`config.mk`:
```
export PLATFORM = sky130hd
export DESIGN_NAME = tug_game_core
export DESIGN_NICKNAME = d
export VERILOG_FILES = /design/src/rtl/tug_game_core.sv
export SDC_FILE = /design/constraint.sdc
export NUM_CORES = 1
export LEC_CHECK = 0
export ABC_AREA = 0
export CORE_MARGIN = 10
export CORE_UTILIZATION = 54
export DETAILED_ROUTE_END_ITERATION = 8
export HOLD_SLACK_MARGIN = 0.02
export PLACE_DENSITY = 0.79
export SLEW_MARGIN = 20
export SYNTH_ARGS = -nofsm -noshare
export SYNTH_HDL_FRONTEND = slang
export SYNTH_SLANG_ARGS = --single-unit
```
`constraint.sdc`:
```
create_clock -name clk -period 2.65 [get_ports clk]
set_clock_uncertainty 0.1 [all_clocks]
set_input_delay 0.265 -clock clk [delete_from_list [all_inputs] [get_ports clk]]
set_output_delay 0.265 -clock clk [all_outputs]
set_load 0.01 [all_outputs]
```
`src/rtl/tug_game_core.sv`:
```
// Tug of War game logic: button sync, press detection on slowenable,
// rope position FSM, win blink display and saturating win counters.
module tug_game_core #(
  parameter int NLED  = 7,
  parameter int BLINK = 4
) (
  input  logic            clk,
  input  logic            rst,
  input  logic            slowenable,
  input  logic            btn_l,
  input  logic            btn_r,
  output logic [NLED-1:0] leds,
  output logic            win_l,
  output logic            win_r,
  output logic [3:0]      score_l,
  output logic [3:0]      score_r
);

  localparam int PW = $clog2(NLED);
  localparam int CW = (BLINK > 1) ? $clog2(BLINK) : 1;
  localparam logic [PW-1:0] CPOS = PW'((NLED - 1) / 2);
  localparam logic [PW-1:0] LPOS = PW'(NLED - 1);
  localparam logic [CW-1:0] CMAX = CW'(BLINK - 1);

  typedef enum logic [1:0] {PLAY, WIN_L, WIN_R} state_t;

  logic          s1_l, s1_r, sl, sr, last_l, last_r;
  logic          press_l, press_r;
  state_t        st, st_n;
  logic [PW-1:0] pos, pos_n;
  logic [CW-1:0] cnt, cnt_n;
  logic          blink, blink_n;
  logic [3:0]    scl_n, scr_n;
  logic [NLED-1:0] leds_n;

  assign press_l = sl & ~last_l;
  assign press_r = sr & ~last_r;

  always_comb begin
    st_n    = st;
    pos_n   = pos;
    cnt_n   = cnt;
    blink_n = blink;
    scl_n   = score_l;
    scr_n   = score_r;
    if (slowenable) begin
      case (st)
        PLAY: begin
          if (press_l & ~press_r) begin
            pos_n = pos + 1'b1;
            if (pos_n == LPOS) begin
              st_n    = WIN_L;
              scl_n   = (score_l == 4'd15) ? score_l : score_l + 4'd1;
              cnt_n   = '0;
              blink_n = 1'b1;
            end
          end else if (press_r & ~press_l) begin
            pos_n = pos - 1'b1;
            if (pos_n == '0) begin
              st_n    = WIN_R;
              scr_n   = (score_r == 4'd15) ? score_r : score_r + 4'd1;
              cnt_n   = '0;
              blink_n = 1'b1;
            end
          end
        end
        default: begin
          // restart beats blink counting on the qualifying pulse
          if (sl & sr) begin
            st_n  = PLAY;
            pos_n = CPOS;
            cnt_n = '0;
          end else if (cnt == CMAX) begin
            cnt_n   = '0;
            blink_n = ~blink;
          end else begin
            cnt_n = cnt + 1'b1;
          end
        end
      endcase
    end
  end

  always_comb begin
    leds_n = '0;
    case (st_n)
      PLAY:    leds_n = NLED'(1) << pos_n;
      WIN_L:   leds_n[NLED-1] = blink_n;
      WIN_R:   leds_n[0] = blink_n;
      default: leds_n = '0;
    endcase
  end

  always_ff @(posedge clk or negedge rst) begin
    if (!rst) begin
      s1_l    <= 1'b0;
      s1_r    <= 1'b0;
      sl      <= 1'b0;
      sr      <= 1'b0;
      last_l  <= 1'b0;
      last_r  <= 1'b0;
      st      <= PLAY;
      pos     <= CPOS;
      cnt     <= '0;
      blink   <= 1'b0;
      score_l <= 4'd0;
      score_r <= 4'd0;
      win_l   <= 1'b0;
      win_r   <= 1'b0;
      leds    <= NLED'(1) << CPOS;
    end else begin
      s1_l    <= btn_l;
      s1_r    <= btn_r;
      sl      <= s1_l;
      sr      <= s1_r;
      if (slowenable) begin
        last_l <= sl;
        last_r <= sr;
      end
      st      <= st_n;
      pos     <= pos_n;
      cnt     <= cnt_n;
      blink   <= blink_n;
      score_l <= scl_n;
      score_r <= scr_n;
      win_l   <= (st_n == WIN_L);
      win_r   <= (st_n == WIN_R);
      leds    <= leds_n;
    end
  end

endmodule

```
* Word-level counts from Yosys, hierarchy flattened
Index checks and enable logic that the tools add are counted.
** Word-level totals
- Flip-flop bits (word level) :: 31
- Latch bits :: 0
- Word-level logic and storage cells :: 79
- Bits in writable memories :: 0
- Memories :: 0
- ROM bits :: 0
** Cells by class
- Equality and inequality tests :: 9
- $add $sub $neg :: 5
- Bitwise gates (word level) :: 13
- $mul :: 0
- Shifts and indexed selects :: 1
- Reduce and logical (&&, ||, !) cells :: 6
- Mux-type cells :: 30
- Div/mod/pow operators :: 0
- Order comparisons :: 0
** Operator list (count)
- 2-to-1 mux 2 bit :: 14
- 2-to-1 mux 3 bit :: 5
- inequality test 3 bit, second input constant :: 3
- adder 4 x 1 -> 4 bit, second input constant :: 2
- == test 4 bit, second input constant :: 2
- 2-to-1 mux 1 bit :: 8
- NOT 1 bit :: 8
- left shift 1 x 3 -> 7 bit, first input constant :: 1
- AND reduction 6 bit :: 1
- bitwise AND 1 bit :: 5
- 2-to-1 mux 5 bit :: 1
- AND reduction 5 bit :: 1
- == test 2 bit, second input constant :: 2
- logical NOT 2 bit :: 2
- case mux 1 bit (2 select lines) :: 2
- AND reduction 4 bit :: 1
- adder 3 x 1 -> 3 bit, second input constant :: 1
- == test 3 bit, second input constant :: 1
- logical NOT 3 bit :: 1
- subtractor 3 x 1 -> 3 bit, second input constant :: 1
- adder 2 x 1 -> 2 bit, second input constant :: 1
- == test 2 x 1 -> 1 bit, second input constant :: 1

* Longest topological paths before layout
- Depth in word-level cells :: 10
- Mapped depth :: 9
- Depth with buffers taken out :: 8

* Worst setup path before layout
OpenSTA, ideal clock, no wires.
- Path type :: reg2reg
- Start point :: register pos[0]
- End point :: register leds[0]
- Path buffers :: 0
- Setup slack :: 0.314 ns
- Library setup time :: 0.095 ns
- Data required time :: 2.455 ns
- Data arrival time :: 2.140 ns
- Stages on the path, launching flop included :: 8
- Cell sequence :: dfstp_2 -> inv_1 -> ha_1 -> or3b_1 -> a32oi_2 -> a211oi_1 -> or3_4 -> o32ai_2
** Between the ends
- Longest elaborated chain between the ends :: 9
- Elaborated cells between the ends (all ways) :: 25
- Classes of those cells :: add/sub (2); eq/ne (2); shift (1); mux (18); reduce/logical (2)
** RTL lines
- start: declaration :: line 30 : logic [PW-1:0] pos, pos_n;
- start signal: assignment :: line 121 : pos <= pos_n;
- subtractor 3 x 1 -> 3 bit :: line 58 : pos_n = pos - 1'b1;
- logical NOT 3 bit :: line 59 : if (pos_n == '0) begin
- 2-to-1 mux 2 bit :: line 59
- 2-to-1 mux 2 bit :: line 57 : end else if (press_r & ~press_l) begin
- 2-to-1 mux 2 bit :: line 49 : if (press_l & ~press_r) begin
- 2-to-1 mux 2 bit :: line 47 : case (st)
- 2-to-1 mux 2 bit :: line 46 : if (slowenable) begin
- == test 2 bit or logical NOT 2 bit (tied branches) :: line 86 : case (st_n)
- case mux 1 bit (2 select lines) (*) :: line 86
- net leds_n[0] :: line 34 : logic [NLED-1:0] leds_n;
- end signal: assignment :: line 110 : leds <= NLED'(1) << CPOS;
- end signal: assignment :: line 128 : leds <= leds_n;
- end: declaration :: line 12 : output logic [NLED-1:0] leds,
Mark *: on every way through the listed nets, which the timed path passes. The rest lies on a longest branch.
A chain may end at the register's enable or synchronous reset.

* Worst setup path in the final report
- Start point :: register pos[0]
- End point :: register leds[6]
** Between the ends
- Longest elaborated chain between the ends :: 9
- Elaborated cells between the ends (all ways) :: 25
- Classes of those cells :: add/sub (2); eq/ne (2); shift (1); mux (18); reduce/logical (2)
** RTL lines (line)
- subtractor 3 x 1 -> 3 bit :: 58
- logical NOT 3 bit :: 59
- 2-to-1 mux 2 bit :: 59
- 2-to-1 mux 2 bit :: 57
- 2-to-1 mux 2 bit :: 49
- 2-to-1 mux 2 bit :: 47
- 2-to-1 mux 2 bit :: 46
- == test 2 x 1 -> 1 bit or logical NOT 2 bit (tied branches) :: 86
- case mux 1 bit (2 select lines) (*) :: 86
- net leds_n[6] :: 34
Marks and branches as above.

==> impl_metrics.tcl <==
set metrics [dict create \
    gp_congestion 0.928 \
    register_area_um2 779 \
    path_cells "inv_1 -> ha_1 -> or3b_1 -> a32oi_2 -> a211oi_1 -> or3_4 -> o32ai_2" \
    drc 0 \
    dieArea_um2 5530 \
    first_global_vias 1138 \
    hold_buffers 0 \
    grt_max_degree 32 \
    synth_cell_types 42 \
    crit_fanout 6 \
    viasPerCell 6.05 \
    final_design_area_no_fill_um2 1890 \
    routedWlPerCell_um 17.3 \
    cts_resized 0 \
    fillers 225 \
    initial_core_util_pct 57.4 \
    antenna_found_initial 0 \
    power.density_nw_per_um2 998 \
    io_buffers 21 \
    pin_count 22 \
    min_period_over_period_pct 94.2 \
    cp-start-kind "flip-flop" \
    peakVddDrop_mv 0.720 \
    synth_fp_nets 158 \
    area_growth_pct 18.4 \
    grt_pass1_wl_um 5440 \
    ant_nets 0 \
    drv_slew 0 \
    synth_area_um2 1600 \
    wl_um 3460 \
    dp_hpwl_um 2610 \
    hp-class "input port to asynchronous set/reset pin" \
    grt_util_all_layers_pct 12.9 \
    postSynth.asyncResetShare_pct 100 \
    p_total_mw 1.88 \
    rsz0062_at_grt "no" \
    fin_tns_setup_ns 0 \
    period_minus_slack_ns 2.50 \
    grt_overflow_total 0 \
    cts_tree "built" \
    power_leakage_nw 0.865 \
    cap_violations 0 \
    fin_ws_ns 0.154 \
    drt-initial-drc-count 119 \
    root_buffer "clkbuf_4" \
    final_cell_mix "dfrtp_1, clkdlybuf4s50_1, nor2_1" \
    max_freq_mhz 401 \
    multiInputGateArea_um2 762 \
    path_class "flip-flop to flip-flop" \
    pre_cts_ws_ns 0.175 \
    status "completed" \
    ys_warn_count 0 \
    final-hold-violation-count 0 \
    worstMarginPinSlew_ns 0.524 \
    layout-drive-gt1-share_pct 15.4 \
    endpoint_kind "flip-flop" \
    max_stage_delay_ns 0.58 \
    diodes 0 \
    synth-seq-area-share_pct 48.9 \
    cp_slowest_cell "dfstp_2" \
    synth_edf_count 0 \
    setup_viol 0 \
    placed_cell_area_um2 1830 \
    final_common_cell "dfrtp_1" \
    firstDrtPassIters 4 \
    maxSlewHeadroom_pct 65.1 \
    cts_buffer_depth 2 \
    ys_ff_latch 31 \
    die_x_um 74.4 \
    required_ns 2.77 \
    h-tree-depth 2 \
    die_h_um 74.4 \
    num_vias 1210 \
    cts.clk_slew.worst_paths_ns 0.10 \
    syn_area_per_cell_um2 11.0 \
    dp.cells 193 \
    numCtsBuffers 5 \
    critical_path_arrival_ns 2.62 \
    ys.flop_type "dfrtp_1" \
    fin_nets 182 \
    clock_latency_ns 0.33 \
    synth_cells 145 \
    coreArea_um2 2780 \
    cts.sinks 31 \
    instances_no_fill 200 \
    post-cts-setup-buffer-count 0 \
    rows 19 \
]
==> per-layer routing <==
layer / share of wire (%) / vias to the layer above / track usage (%)
li1: - / 571 / -
met1: 40 / 587 / 15.3
met2: 51 / 46 / 20.9
met3: 8.6 / 6 / 5.32
met4: 0.66 / 0 / 3.86
met5: 0 / - / 0
==> report_power, final <==
part           switching [mW]  internal (mW)  leakage (nW)
logic                   0.462          0.404         0.433
clock network           0.154          0.123        0.0341
registers               0.126          0.616         0.398
total                   0.741           1.14         0.865
==> synthesized netlist by cell type (3+ instances only) <==
library cell	n	share of area [%]
dfrtp_1	28	44
nor2_1	13	3.1
ha_1	8	6.3
nand2_1	8	1.9
inv_1	7	1.6
mux2_2	6	4.2
o21ai_0	6	1.9
nand2b_1	5	2.0
nand4_1	5	2.0
xnor2_1	5	2.7
buf_2	4	1.3
dfstp_2	3	4.9
or3b_1	3	1.6
xor2_1	3	1.6
==> critical path, delay by kind of cell (launching register included) <==
| kind | cells | cell delay [ns] |
|---|---|---|
| compound gates | 3 | 0.54 |
| fa+ha+maj | 1 | 0.26 |
| buf+inv | 1 | 0.10 |
| flops | 1 | 0.58 |
| simple gates | 2 | 0.82 |
==> sequential cells by signal, indices dropped and copies added (netlist names), 2 cells and up <==
signal and cells:
cnt 2, score_r 4, pos 3, score_l 4
st 2, leds 7
==> final timing paths <==
| check | from | end | slack, ns | cells past startpoint |
|---|---|---|---|---|
| worst max-delay path | pos[0] | leds[6] | 0.15 | 7 |
| worst min-delay path | rst | leds[0] | 0.21 | 2 |
| worst max register to register | pos[0] | leds[6] | 0.15 | 7 |
| worst min register to register | s1_r | sr | 0.26 | 0 |
| max in group asynchronous | rst | leds[3] | 1.91 | 2 |
| min in group clk | s1_r | sr | 0.26 | 0 |
==> through the flow <==
stage,util (%),hold WS [ns]
2_1_floorplan,-,-0.131
4_1_cts,67.9,0.234
5_1_grt,67.9,0.221
3_3_place_gp,65.9,0.234
6_report,67.9,0.212
3_5_place_dp,65.9,0.247
==> logic make-up (layout without fill, tap and decap cells) <==
| kind of cell | after synthesis | after routing | synth area share, % |
|---|---|---|---|
| and+or+nand+nor | 48 | 48 | 16.4 |
| buffers and inverters | 13 | 37 | 3.37 |
| AOI/OAI and AO/OA | 31 | 31 | 16.5 |
| adders and majority gates | 8 | 8 | 6.27 |
| xor gates and xnor gates | 8 | 8 | 4.39 |
| muxes | 6 | 6 | 4.23 |
| DFF | 31 | 31 | 48.9 |
==> area by class of cell <==
cell class	instances	area share [%]
clock buffers	6	2.72
clock inverters	1	0.265
inverters	7	1.39
multi-input cells	101	40.4
flip-flops and latches	31	41.3
well taps	31	2.05
repair buffers	23	11.9
(Power assumes the default switching activity.)
